## config.mk

```make
export PLATFORM = sky130hd
export DESIGN_NAME = game_sequencer
export DESIGN_NICKNAME = d
export VERILOG_FILES = /design/src/rtl/game_sequencer.sv
export SDC_FILE = /design/constraint.sdc
export NUM_CORES = 1
export LEC_CHECK = 0
export ABC_AREA = 1
export BUFFER_PORTS_ARGS = -buffer_cell sky130_fd_sc_hd__buf_2
export CAP_MARGIN = 0
export CORE_MARGIN = 3
export CORE_UTILIZATION = 59
export CTS_BUF_LIST = sky130_fd_sc_hd__clkbuf_16
export DETAILED_ROUTE_END_ITERATION = 16
export GPL_ROUTABILITY_DRIVEN = 0
export PLACE_DENSITY = 0.8
export SYNTH_ARGS = -nofsm -noshare
export SYNTH_HDL_FRONTEND = slang
export SYNTH_SLANG_ARGS = --single-unit
```

## constraint.sdc

```tcl
create_clock -name clk -period 1.8 [get_ports clk]
set_clock_uncertainty 0.1 [all_clocks]
set_input_delay 0.18 -clock clk [delete_from_list [all_inputs] [get_ports clk]]
set_output_delay 0.18 -clock clk [all_outputs]
set_load 0.005 [all_outputs]
```

## src/rtl/game_sequencer.sv

```systemverilog
// Control FSM sequencing spawn/move/drop/lock+clear over a req/ack handshake to the Tetris datapath.
// Optional pause support is compiled in when the PAUSE_EN macro is defined.
module game_sequencer #(
    parameter int GRAVITY_CYCLES = 1000
) (
    input  logic       clk,
    input  logic       rst_n,
    input  logic [7:0] key_pulse,
    output logic       op_req,
    output logic [2:0] op_code,
    input  logic       op_ack,
    input  logic       op_ok,
    input  logic [2:0] rows_cleared,
    output logic       board_clr,
    output logic       score_rst,
    output logic       score_hit,
    output logic [1:0] line_cnt,
    output logic       game_over,
    output logic       paused
);

    typedef enum logic [2:0] {
        S_IDLE, S_START, S_SPAWN_REQ, S_PLAY, S_MOVE_REQ, S_LOCK_REQ, S_OVER
    } state_t;

    localparam logic [2:0] OP_SPAWN = 3'd0, OP_CW = 3'd1, OP_CCW = 3'd2, OP_LEFT = 3'd3,
                           OP_RIGHT = 3'd4, OP_DOWN = 3'd5, OP_DROP = 3'd6, OP_LOCK = 3'd7;

    // Pending bit positions: gravity at 0, key strobes at their key index.
    localparam int K_GRAV = 0, K_RESTART = 1, K_DROP = 2, K_CW = 3,
                   K_CCW = 4, K_LEFT = 5, K_RIGHT = 6;

    localparam int CNT_W = 26;
    localparam logic [CNT_W-1:0] GRAV_LAST = CNT_W'(GRAVITY_CYCLES - 1);

    state_t             state_q, state_d;
    logic [6:0]         pend_q, pend_d;
    logic [CNT_W-1:0]   grav_cnt_q, grav_cnt_d;
    logic               gap_q, gap_d;
    logic [2:0]         op_q, op_d;
    logic               score_hit_q, score_hit_d;
    logic [1:0]         line_cnt_q, line_cnt_d;
    logic               paused_act;
    logic               unused_keys;

    logic               req_state, ack_taken, counting, grav_wrap;
    logic [6:0]         key_set;

    always_comb begin
        state_d     = state_q;
        pend_d      = pend_q;
        grav_cnt_d  = grav_cnt_q;
        op_d        = op_q;
        score_hit_d = 1'b0;
        line_cnt_d  = line_cnt_q;

        // gap_q forces op_req low for one cycle after every accepted ack.
        req_state = (state_q == S_SPAWN_REQ) || (state_q == S_MOVE_REQ) ||
                    (state_q == S_LOCK_REQ);
        ack_taken = req_state && !gap_q && op_ack;
        gap_d     = ack_taken;

        counting  = ((state_q == S_PLAY) || (state_q == S_MOVE_REQ)) && !paused_act;
        grav_wrap = counting && (grav_cnt_q == GRAV_LAST);
        if (counting) begin
            grav_cnt_d = grav_wrap ? '0 : grav_cnt_q + CNT_W'(1);
        end

        key_set = {key_pulse[6:2] & {5{~paused_act}}, key_pulse[1], 1'b0};
        pend_d  = pend_q | key_set | {6'b0, grav_wrap};

        unique case (state_q)
            S_IDLE: begin
                if (pend_d[K_RESTART]) state_d = S_START;
            end
            S_START: begin
                pend_d     = '0;
                grav_cnt_d = '0;
                state_d    = S_SPAWN_REQ;
            end
            S_SPAWN_REQ: begin
                if (ack_taken) begin
                    grav_cnt_d = '0;
                    if (pend_d[K_RESTART]) state_d = S_START;
                    else if (op_ok)        state_d = S_PLAY;
                    else                   state_d = S_OVER;
                end
            end
            S_PLAY: begin
                // Fixed priority; only one dispatch per visit to PLAY.
                if (pend_q[K_RESTART]) begin
                    pend_d[K_RESTART] = 1'b0;
                    state_d = S_START;
                end else if (!paused_act) begin
                    if (pend_q[K_CW]) begin
                        pend_d[K_CW] = 1'b0;    op_d = OP_CW;    state_d = S_MOVE_REQ;
                    end else if (pend_q[K_CCW]) begin
                        pend_d[K_CCW] = 1'b0;   op_d = OP_CCW;   state_d = S_MOVE_REQ;
                    end else if (pend_q[K_LEFT]) begin
                        pend_d[K_LEFT] = 1'b0;  op_d = OP_LEFT;  state_d = S_MOVE_REQ;
                    end else if (pend_q[K_RIGHT]) begin
                        pend_d[K_RIGHT] = 1'b0; op_d = OP_RIGHT; state_d = S_MOVE_REQ;
                    end else if (pend_q[K_DROP]) begin
                        pend_d[K_DROP] = 1'b0;  op_d = OP_DROP;  state_d = S_MOVE_REQ;
                    end else if (pend_q[K_GRAV]) begin
                        pend_d[K_GRAV] = 1'b0;  op_d = OP_DOWN;  state_d = S_MOVE_REQ;
                    end
                end
            end
            S_MOVE_REQ: begin
                if (ack_taken) begin
                    if (pend_d[K_RESTART])                             state_d = S_START;
                    else if (op_q == OP_DROP || (op_q == OP_DOWN && !op_ok)) state_d = S_LOCK_REQ;
                    else                                               state_d = S_PLAY;
                end
            end
            S_LOCK_REQ: begin
                if (ack_taken) begin
                    if (rows_cleared != 3'd0) begin
                        score_hit_d = 1'b1;
                        line_cnt_d  = rows_cleared[2] ? 2'd3 : rows_cleared[1:0] - 2'd1;
                    end
                    pend_d[6:2]    = '0;
                    pend_d[K_GRAV] = 1'b0;
                    state_d = pend_d[K_RESTART] ? S_START : S_SPAWN_REQ;
                end
            end
            S_OVER: begin
                pend_d = {5'b0, pend_d[K_RESTART], 1'b0};
                if (pend_d[K_RESTART]) state_d = S_START;
            end
            default: state_d = S_IDLE;
        endcase
    end

    always_ff @(posedge clk or negedge rst_n) begin
        if (!rst_n) begin
            state_q     <= S_IDLE;
            pend_q      <= '0;
            grav_cnt_q  <= '0;
            gap_q       <= 1'b0;
            op_q        <= OP_SPAWN;
            score_hit_q <= 1'b0;
            line_cnt_q  <= 2'd0;
        end else begin
            state_q     <= state_d;
            pend_q      <= pend_d;
            grav_cnt_q  <= grav_cnt_d;
            gap_q       <= gap_d;
            op_q        <= op_d;
            score_hit_q <= score_hit_d;
            line_cnt_q  <= line_cnt_d;
        end
    end

`ifdef PAUSE_EN
    logic paused_q, paused_d;

    always_comb begin
        paused_d = paused_q;
        if (key_pulse[0] && ((state_q == S_PLAY) || (state_q == S_MOVE_REQ) ||
                             (state_q == S_LOCK_REQ) || (state_q == S_SPAWN_REQ))) begin
            paused_d = ~paused_q;
        end
        if (state_d == S_START) paused_d = 1'b0;
    end

    always_ff @(posedge clk or negedge rst_n) begin
        if (!rst_n) paused_q <= 1'b0;
        else        paused_q <= paused_d;
    end

    assign paused_act  = paused_q;
    assign unused_keys = key_pulse[7];
`else
    assign paused_act  = 1'b0;
    assign unused_keys = ^{key_pulse[7], key_pulse[0]};
`endif

    always_comb begin
        op_code = OP_SPAWN;
        unique case (state_q)
            S_LOCK_REQ: op_code = OP_LOCK;
            S_MOVE_REQ: op_code = op_q;
            default:    op_code = OP_SPAWN;
        endcase
    end

    assign op_req    = req_state && !gap_q;
    assign board_clr = (state_q == S_START);
    assign score_rst = (state_q == S_START);
    assign score_hit = score_hit_q;
    assign line_cnt  = line_cnt_q;
    assign game_over = (state_q == S_OVER);
    assign paused    = paused_act;

endmodule

```

Word-level counts from Yosys, hierarchy flattened
Index checks and enable logic that the tools add are counted.
{ "word_totals": {"mem_bits_rw": 0, "register_bits": 43, "romBits": 0, "latchBits": 0, "memories": 0} }
{ "op_classes": {"eq_ne": 14, "bitwise_logic": 3, "mux": 58, "n_reduce_logical": 18, "mul": 0, "n_shift": 0, "addsub": 2, "magnitude_cmp": 0, "n_div": 0} }
{ "op_table": {"columns": ["op", "n"], "rows": [
  ["two-way mux 26 bit", 3],
  ["two-way mux 3 bit", 22],
  ["one-hot mux 26 bit (2 select lines)", 1],
  ["adder 26 x 1 -> 26 bit (second input constant)", 1],
  ["equality test 26 x 10 -> 1 bit (second input constant)", 1],
  ["two-way mux 1 bit", 22],
  ["one-hot mux 3 bit (6 select lines)", 1],
  ["equality test 3 bit (second input constant)", 5],
  ["one-hot mux 5 bit (3 select lines)", 1],
  ["two-way mux 5 bit", 2],
  ["inequality test 8 bit (second input constant)", 1],
  ["bitwise OR 7 x 1 -> 7 bit", 1],
  ["bitwise OR 7 bit", 1],
  ["equality test 3 x 2 -> 1 bit (second input constant)", 2],
  ["two-way mux 2 bit", 3],
  ["inequality test 2 bit (second input constant)", 3],
  ["one-hot mux 3 bit (2 select lines)", 1],
  ["AND reduction 3 bit", 2],
  ["nonzero test 6 bit", 1],
  ["AND reduction 5 bit", 1],
  ["logical AND 1 bit", 4],
  ["logical OR 1 bit", 4],
  ["OR reduction 2 bit", 2],
  ["equality test 3 x 1 -> 1 bit (second input constant)", 1],
  ["other kinds (8)", 9]
]} }

Logic depth before layout (Yosys ltp)
Gate-level depths: netlist of the first run.
{ "logic_depth": {"depth_word": 12, "ltp_mapped": 10, "ltp_nobuf": 9} }

Least setup slack after synthesis of the first run
Ideal clock, no wire load.
{ "synth_timing": {"kind": "flip-flop to flip-flop", "from": "reg grav_cnt_q[0]", "to": "reg grav_cnt_q[14]", "synth_period_minus_slack_ns": 1.604, "slack_ns": 0.196, "t_arrival_ns": 1.386, "n_path_buf": 0, "stages_incl_launch_ff": 8, "cell_sequence": "dfrtp_1 -> ha_1 -> nand3_1 -> nor2_1 -> nand3_1 -> nor2_2 -> xor2_1 -> nor2_1"} }
{ "synth_between": {"elab_chain_cells": 6} }
{ "synth_lines": {"columns": ["item", "line_no", "text"], "rows": [
  ["start: declaration", "38", "logic [CNT_W-1:0] grav_cnt_q, grav_cnt_d;"],
  ["start signal: assignment", "148", "grav_cnt_q <= grav_cnt_d;"],
  ["parallel branches: the longest is 2 deep, another holds adder 26 x 1 -> 26 bit", null, null],
  ["two-way mux 26 bit (*)", "66", "grav_cnt_d = grav_wrap ? '0 : grav_cnt_q + CNT_W'(1);"],
  ["two-way mux 26 bit (*)", "65", "if (counting) begin"],
  ["two-way mux 26 bit", "82", "if (ack_taken) begin"],
  ["one-hot mux 26 bit (2 select lines) (*)", "72", "unique case (state_q)"],
  ["named net grav_cnt_d[14]", "38", null]
]} }
Mark *: on every way through the listed nets, which the timed path passes.
A chain may end at the register's enable or synchronous reset.

Worst setup path after layout of the first run
{ "layout_timing": {"from": "reg state_q[2]", "to": "reg grav_cnt_q[25]"} }
{ "layout_between": {"elab_chain_cells": 7} }
{ "layout_lines": {"columns": ["item", "line_no", "text"], "rows": [
  ["start: declaration", "36", "state_t state_q, state_d;"],
  ["start signal: assignment", "146", "state_q <= state_d;"],
  ["equality test 3 x 2 -> 1 bit, or another cell as far along", "63", "counting = ((state_q == S_PLAY) || (state_q == S_MOVE_REQ)) && !paused_act;"],
  ["logical OR 1 bit, on equally long branches", "63, 58", null],
  ["logical AND 1 bit / logical OR 1 bit (equally long branches)", "64, 58", null],
  ["two-way mux 26 bit / logical AND 1 bit (equally long branches)", "66, 60", null],
  ["two-way mux 26 bit / logical AND 1 bit (equally long branches)", "65, 60", null],
  ["two-way mux 26 bit", "82", null],
  ["one-hot mux 26 bit (2 select lines) (*)", "72", null],
  ["named net grav_cnt_d[25]", "38", null]
]} }
The timed path passes the listed nets; every way through them passes the cells marked *.

==> reports/summary.txt, run 1 <==
share of cells above drive strength 1: 16.83%
Top Metal Used: met4
top cells by area, synth: dfrtp_1 (41%), nand2_1 (12%), nor2_1 (11%), inv_1 (6.7%), nand3_1 (5.9%)
Pleak: 0.001536 µW
final setup TNS: 0 ns
area share of the largest cell type after synthesis: 41.15%
async set-reset flop share out of synthesis: 100.0%
WP buf/inv: 3
H-tree levels: 2
Primary FF master, synth: dfrtp_1
Core ar.: 4144 µm²
cells after synthesis: 376
Power Total: 4179 µW
Post-synth EDFFs: 0
DR WL met2: 2981 µm
post-synth cell types: 33
first-pass GRT wire length: 10340 µm
max-slew violations: 0
# clock sinks: 43
pre-CTS WS: 0.01105 ns
largest net degree at the start of global routing: 31
post-route ant nets: 0
Mapped Nets: 393
sequential area share after synthesis: 41.15%
Die ar.: 5267 µm²
Root Buffer: clkbuf_16
number of synthesized register bits: 43
Initial Util: 63.10%
max cap viols: 0
worst hold path type: in -> reg
fmax: 578.8 MHz
synthesized area per cell: 6.955 µm²
Final setup viols: 0
CTS tree: yes
insertion delay to the later sink of the worst-skew pair: 0.29 ns
Max IR drop VDD: 0.0009520 V
final hold viol count: 0
critical path type: reg -> reg
Worst R2R End: grav_cnt_q[25]
final instance area: 3084 µm²
RR Startpoint: state_q[2]
Worst path slowest cell: dfrtp_1
crit-path cells: inv_2 > nand3_2 > nand2_4 > buf_4 > inv_2 > nor2_1 > nand2_1 > nor2_1 > nor2_1 > nor2_1
Rel. slew slack: 55.66%
I/O Buffers: 22
hold path cells: 3
Layout Nets: 432
cell family with most CP delay: simple AND/OR/NAND/NOR gates
total power per unit cell area: 1355 nW/µm²
Critical Path Fanout Max: 7
HPWL Detailed: 4261 µm
placed insts: 455
All-Layer GR Usage: 24.83%
commonest non-fill, non-tap cell in the layout: nand2_1
number of CTS-inserted buffers: 5
Worst-Margin Slew: 0.6652 ns
Hold Path End: pend_q[3]
met3 WL: 258 µm
Reg2Reg Setup Slack: 0.07 ns
vias per inst: 5.363
GRT overflow: 0
Top Ports: 26
min-delay src: key_pulse[3]
die height: 72.58 µm
status: finished, final reports clean
Die Span X: 72.58 µm
CP Launch Type: flop
# rows: 23
commonest non-fill, non-tap cells in the layout: nand2_1 (79), nor2_1 (77), inv_1 (48)
critical path endpoint category: flop
fin cells: 466
drt first pass iters: 5
initial antenna violation count: 0
post-layout minimum cycle time: 1.728 ns
crit share post-route: 95.98%
CP most frequent cell: nor2_1
mapped cell area: 2615 µm²
RSZ-0062 raised after global routing: true
residual DRC count: 0
DRT Wirelength: 5865 µm
met1 WL: 2537 µm
vias in the first global route: 2470
min setup slack post-route: 0.07238 ns
Worst Path Arrival: 1.84 ns
diode count: 0
Vias: 2499
clock buffer depth: 2
WL/cell: 12.59 µm
Area Overhead vs Synth: 17.94%
slowest stage delay, CP: 0.47 ns
DR iter-0 viols: 154
placed inst area: 2836 µm²
clk slew on worst S/H paths: 0.06 ns
Synth area leader: dfrtp_1
R2R depth: 10
critical path required time: 1.91 ns
synth warn: 0
## per-stage QoR
stage	util [%]	hold WS (ns)
finish	74.43	0.04051
global route	74.43	0.04537
CTS	73.37	0.03741
detailed placement	68.45	0.1493
global placement	68.45	0.1494
floorplan	-	-0.2156
## state kept, by name, summed over array words and instances (netlist names)
signal	cells
op_q	3
grav_cnt_q	26
pend_q	7
line_cnt	2
gap_q	1
score_hit	1
state_q	3
## tightest hold or removal path, stage by stage
cell	delay, ns
buf_2	0.10
nor2_1	0.07
a31oi_1	0.04
## cell type report
type | instances | area [µm²]
tap | 50 | 62.56
fill | 324 | 1060
sequential | 43 | 1077
timing repair buffer | 35 | 214.0
multi-input combinational | 276 | 1339
inverter | 54 | 202.7
clock inverter | 3 | 63.81
clock buffer | 5 | 125.1
## power by group
group	internal [µW]	switching, µW
combinational	616	1070
sequential	1150	197
clock	789	359
## Yosys cell counts (2+ instances only)
master	instances
nand3_1	31
nor2_2	3
dfrtp_1	43
nand2_1	81
nor2_4	2
inv_1	47
xor2_1	6
nand2_2	2
nand4_1	7
nor3_1	11
buf_4	3
inv_2	6
nand3_2	3
nor2_1	80
o21ai_0	16
ha_1	2
a21oi_1	14
xnor2_1	2
a31oi_1	3
## worst max path at each step
stage,cells after the start,endpoint,slack [ns],startpoint
after floorplan,7,grav_cnt_q[14],0.20,grav_cnt_q[0]
after CTS,8,grav_cnt_q[22],0.04,state_q[0]
after detailed placement,8,grav_cnt_q[22],0.01,state_q[0]
after global routing,10,grav_cnt_q[24],-0.05,grav_cnt_q[1]
after global placement,8,grav_cnt_q[22],0.1,state_q[0]
final,10,grav_cnt_q[25],0.07,state_q[2]
## what timing repair did
item,4_1_cts,5_1_grt
resized for setup,1,10
hold buffers,1,0
setup endpoints to repair,2,21
setup buffers,0,1
pin swaps,0,1
endpoints found under the hold margin,28,0
gates cloned,0,1
## cell families after synthesis
kind of cell,synth area share (%)
AND/OR/NAND/NOR,37.08
buffers and inverters,9.043
flip-flops,41.15
AO/OA/AOI/OAI,8.948
XOR/XNOR,2.680
adder cells (fa/ha/maj),0.9568
other,0.1434
## per-layer routing
metal	track usage [%]	up-vias
met5	0	-
met4	9.016	0
met3	4.683	12
met2	44.39	68
met1	29.51	1150
li1	-	1269
Power figures use the tool's default switching activity.
==> run 2, diff against run 1 <==
==> constraint.sdc (replaced) <==
create_clock -name clk -period 1.8 [get_ports clk]
set_clock_uncertainty 0.1 [all_clocks]
set_input_delay 0.18 -clock clk [delete_from_list [all_inputs] [get_ports clk]]
set_output_delay 0.18 -clock clk [all_outputs]
set_load 0.05 [all_outputs]
==> reports/summary.txt, run 2 (synthesis gave the netlist of run 1 again) <==
Area Overhead vs Synth: 20.05%
commonest non-fill, non-tap cells in the layout: nand2_1 (78), nor2_1 (75), inv_1 (48)
Worst-Margin Slew: 0.5464 ns (-0.1188 ns)
max reg flops: 26 (unchanged)
max cap viols: 0 (unchanged)
worst hold path type: in -> reg
first-pass GRT wire length: 10440 µm (+0.93%)
die height: 72.58 µm (unchanged)
min setup slack post-route: 0.05887 ns (-0.01351 ns)
critical path type: reg -> out
H-tree levels: 2 (unchanged)
WL/cell: 13.07 µm (+3.8%)
HPWL Detailed: 4544 µm (+6.7%)
initial antenna violation count: 0 (unchanged)
# clock sinks: 43 (unchanged)
Power Total: 4446 µW (+6.4%)
# rows: 23 (unchanged)
sequential power share: 30.8% (-1.3 points)
final hold viol count: 0 (unchanged)
max-slew violations: 0 (unchanged)
status: finished, final reports clean
RSZ-0062 raised after global routing: true
number of CTS-inserted buffers: 5 (unchanged)
vias in the first global route: 2370 (-4.0%)
sw power: 2023 µW (+24%)
Worst Path Arrival: 1.46 ns (-0.38 ns)
diode count: 0 (unchanged)
residual DRC count: 0 (unchanged)
cell-internal power: 2423 µW (-5.1%)
Worst setup startpoint: state_q[1]
Layout Nets: 437 (+1.2%)
I/O Buffers: 22 (unchanged)
Most flops, register: grav_cnt_q
All-Layer GR Usage: 25.27% (+0.44 points)
clock buffer depth: 2 (unchanged)
Reg2Reg Setup Slack: 0.10 ns (+0.03 ns)
Max IR drop VDD: 0.0009517 V (about the same)
Gate power share: 50.1% (+9.7 points)
Vias: 2527 (+1.1%)
RR Startpoint: state_q[2]
Core ar.: 4144 µm² (unchanged)
Pleak: 0.001546 µW (+0.65%)
Root Buffer: clkbuf_16
min-delay src: key_pulse[6]
total power per unit cell area: 1416 nW/µm² (+4.5%)
Sw Ratio: 45.50% (+6.6 points)
post-route ant nets: 0 (unchanged)
fin cells: 471 (+1.1%)
pre-CTS WS: -0.006382 ns (-0.01743 ns)
Die Span X: 72.58 µm (unchanged)
crit share post-route: 96.73% (+0.75 points)
DRT Wirelength: 6154 µm (+4.9%)
Initial Util: 63.10% (unchanged)
critical path endpoint category: output pin
drt first pass iters: 4 (-1)
post-layout minimum cycle time: 1.741 ns (+0.01351 ns)
Largest regs: grav_cnt_q: 26 flops, pend_q: 7 flops
insertion delay to the later sink of the worst-skew pair: 0.28 ns (about the same)
vias per inst: 5.365 (about the same)
clock share of power: 19.1% (-8.4 points)
Critical Path Fanout Max: 5 (-2)
largest net degree at the start of global routing: 24 (-23%)
Top Ports: 26 (unchanged)
clk slew on worst S/H paths: 0.06 ns (about the same)
GRT overflow: 0 (unchanged)
share of cells above drive strength 1: 19.00% (+2.2 points)
Fill cells: 319 (-1.5%)
placed insts: 455 (unchanged)
Die ar.: 5267 µm² (unchanged)
critical path required time: 1.52 ns (-0.39 ns)
Final setup viols: 0 (unchanged)
fmax: 574.3 MHz (-0.78%)
commonest non-fill, non-tap cell in the layout: nand2_1
CTS tree: yes
DR iter-0 viols: 223 (+45%)
CP Launch Type: flop
Rel. slew slack: 63.29% (+7.6 points)
## run 2: cell types whose count changed in the layout (fill, tap and decap cells not counted), sizes merged
cell | before | now
clkinv | 1 | 4
nand2 | 85 | 84
bufinv | 2 | 0
inv | 54 | 53
buf | 34 | 40
## run 2: per-stage QoR
step	hold slack [ns]	util (%)	cell area [µm²]	TNS (ns)
floorplan	-0.2156	-	2644	-0.03430
global placement	0.07416	69.35	2874	0
detailed placement	0.07528	69.35	2874	-0.006382
CTS	0.02567	73.85	3060	0
global route	0.04879	75.75	3139	-0.07954
finish	0.02901	75.75	3139	0
## run 2: power groups by stage
stage / Clock (µW) / Combinational, µW / Sequential, µW
2_1_floorplan: 0 / 1430 / 1370
3_3_place_gp: 0 / 1860 / 1350
3_5_place_dp: 0 / 1910 / 1360
4_1_cts: 871 / 2070 / 1350
5_1_grt: 903 / 2440 / 1390
6_report: 849 / 2230 / 1370
## run 2: area by class of cell
type,count,area [µm²],share of cell area [%]
clock buffers,5,125.1,3.986
clock inverters,3,11.26,0.3587
inverters,54,212.7,6.776
multi-input cells,275,1358,43.24
flip-flops and latches,43,1081,34.44
well taps,50,62.56,1.993
repair buffers,41,289.0,9.207
## run 2: path summary, 6_finish.rpt
check,to,depth (start not counted)
setup / recovery,op_req,6
hold / removal,pend_q[6],3
setup reg to reg,grav_cnt_q[3],8
hold reg to reg,line_cnt[1],2
max in group asynchronous,grav_cnt_q[0],3
min in group asynchronous,pend_q[1],2
## run 2: critical path, cell delays in order (launching register included)
cell and delay (ns):
dfrtp_2 0.42, buf_4 0.16, nand3_1 0.15, nand2_2 0.13, inv_1 0.04, nor2_1 0.10, buf_6 0.17
## run 2: routing by layer
metal  global-route usage, %  share of wire, %  vias up
li1                        -                 -     1278
met5                       0                 0        -
met4                   9.221               1.5        0
met1                   33.75                46     1169
met2                   41.88                48       70
met3                   3.581               4.7       10
## run 2: repair_timing
| item | CTS | global route |
|---|---|---|
| resized for setup | 5 | 13 |
| setup buffers | 2 | 5 |
| hold buffers | 1 | 0 |
| endpoints found under the hold margin | 20 | 0 |
| pin swaps | 1 | 5 |
| endpoints found under the setup margin | 7 | 18 |
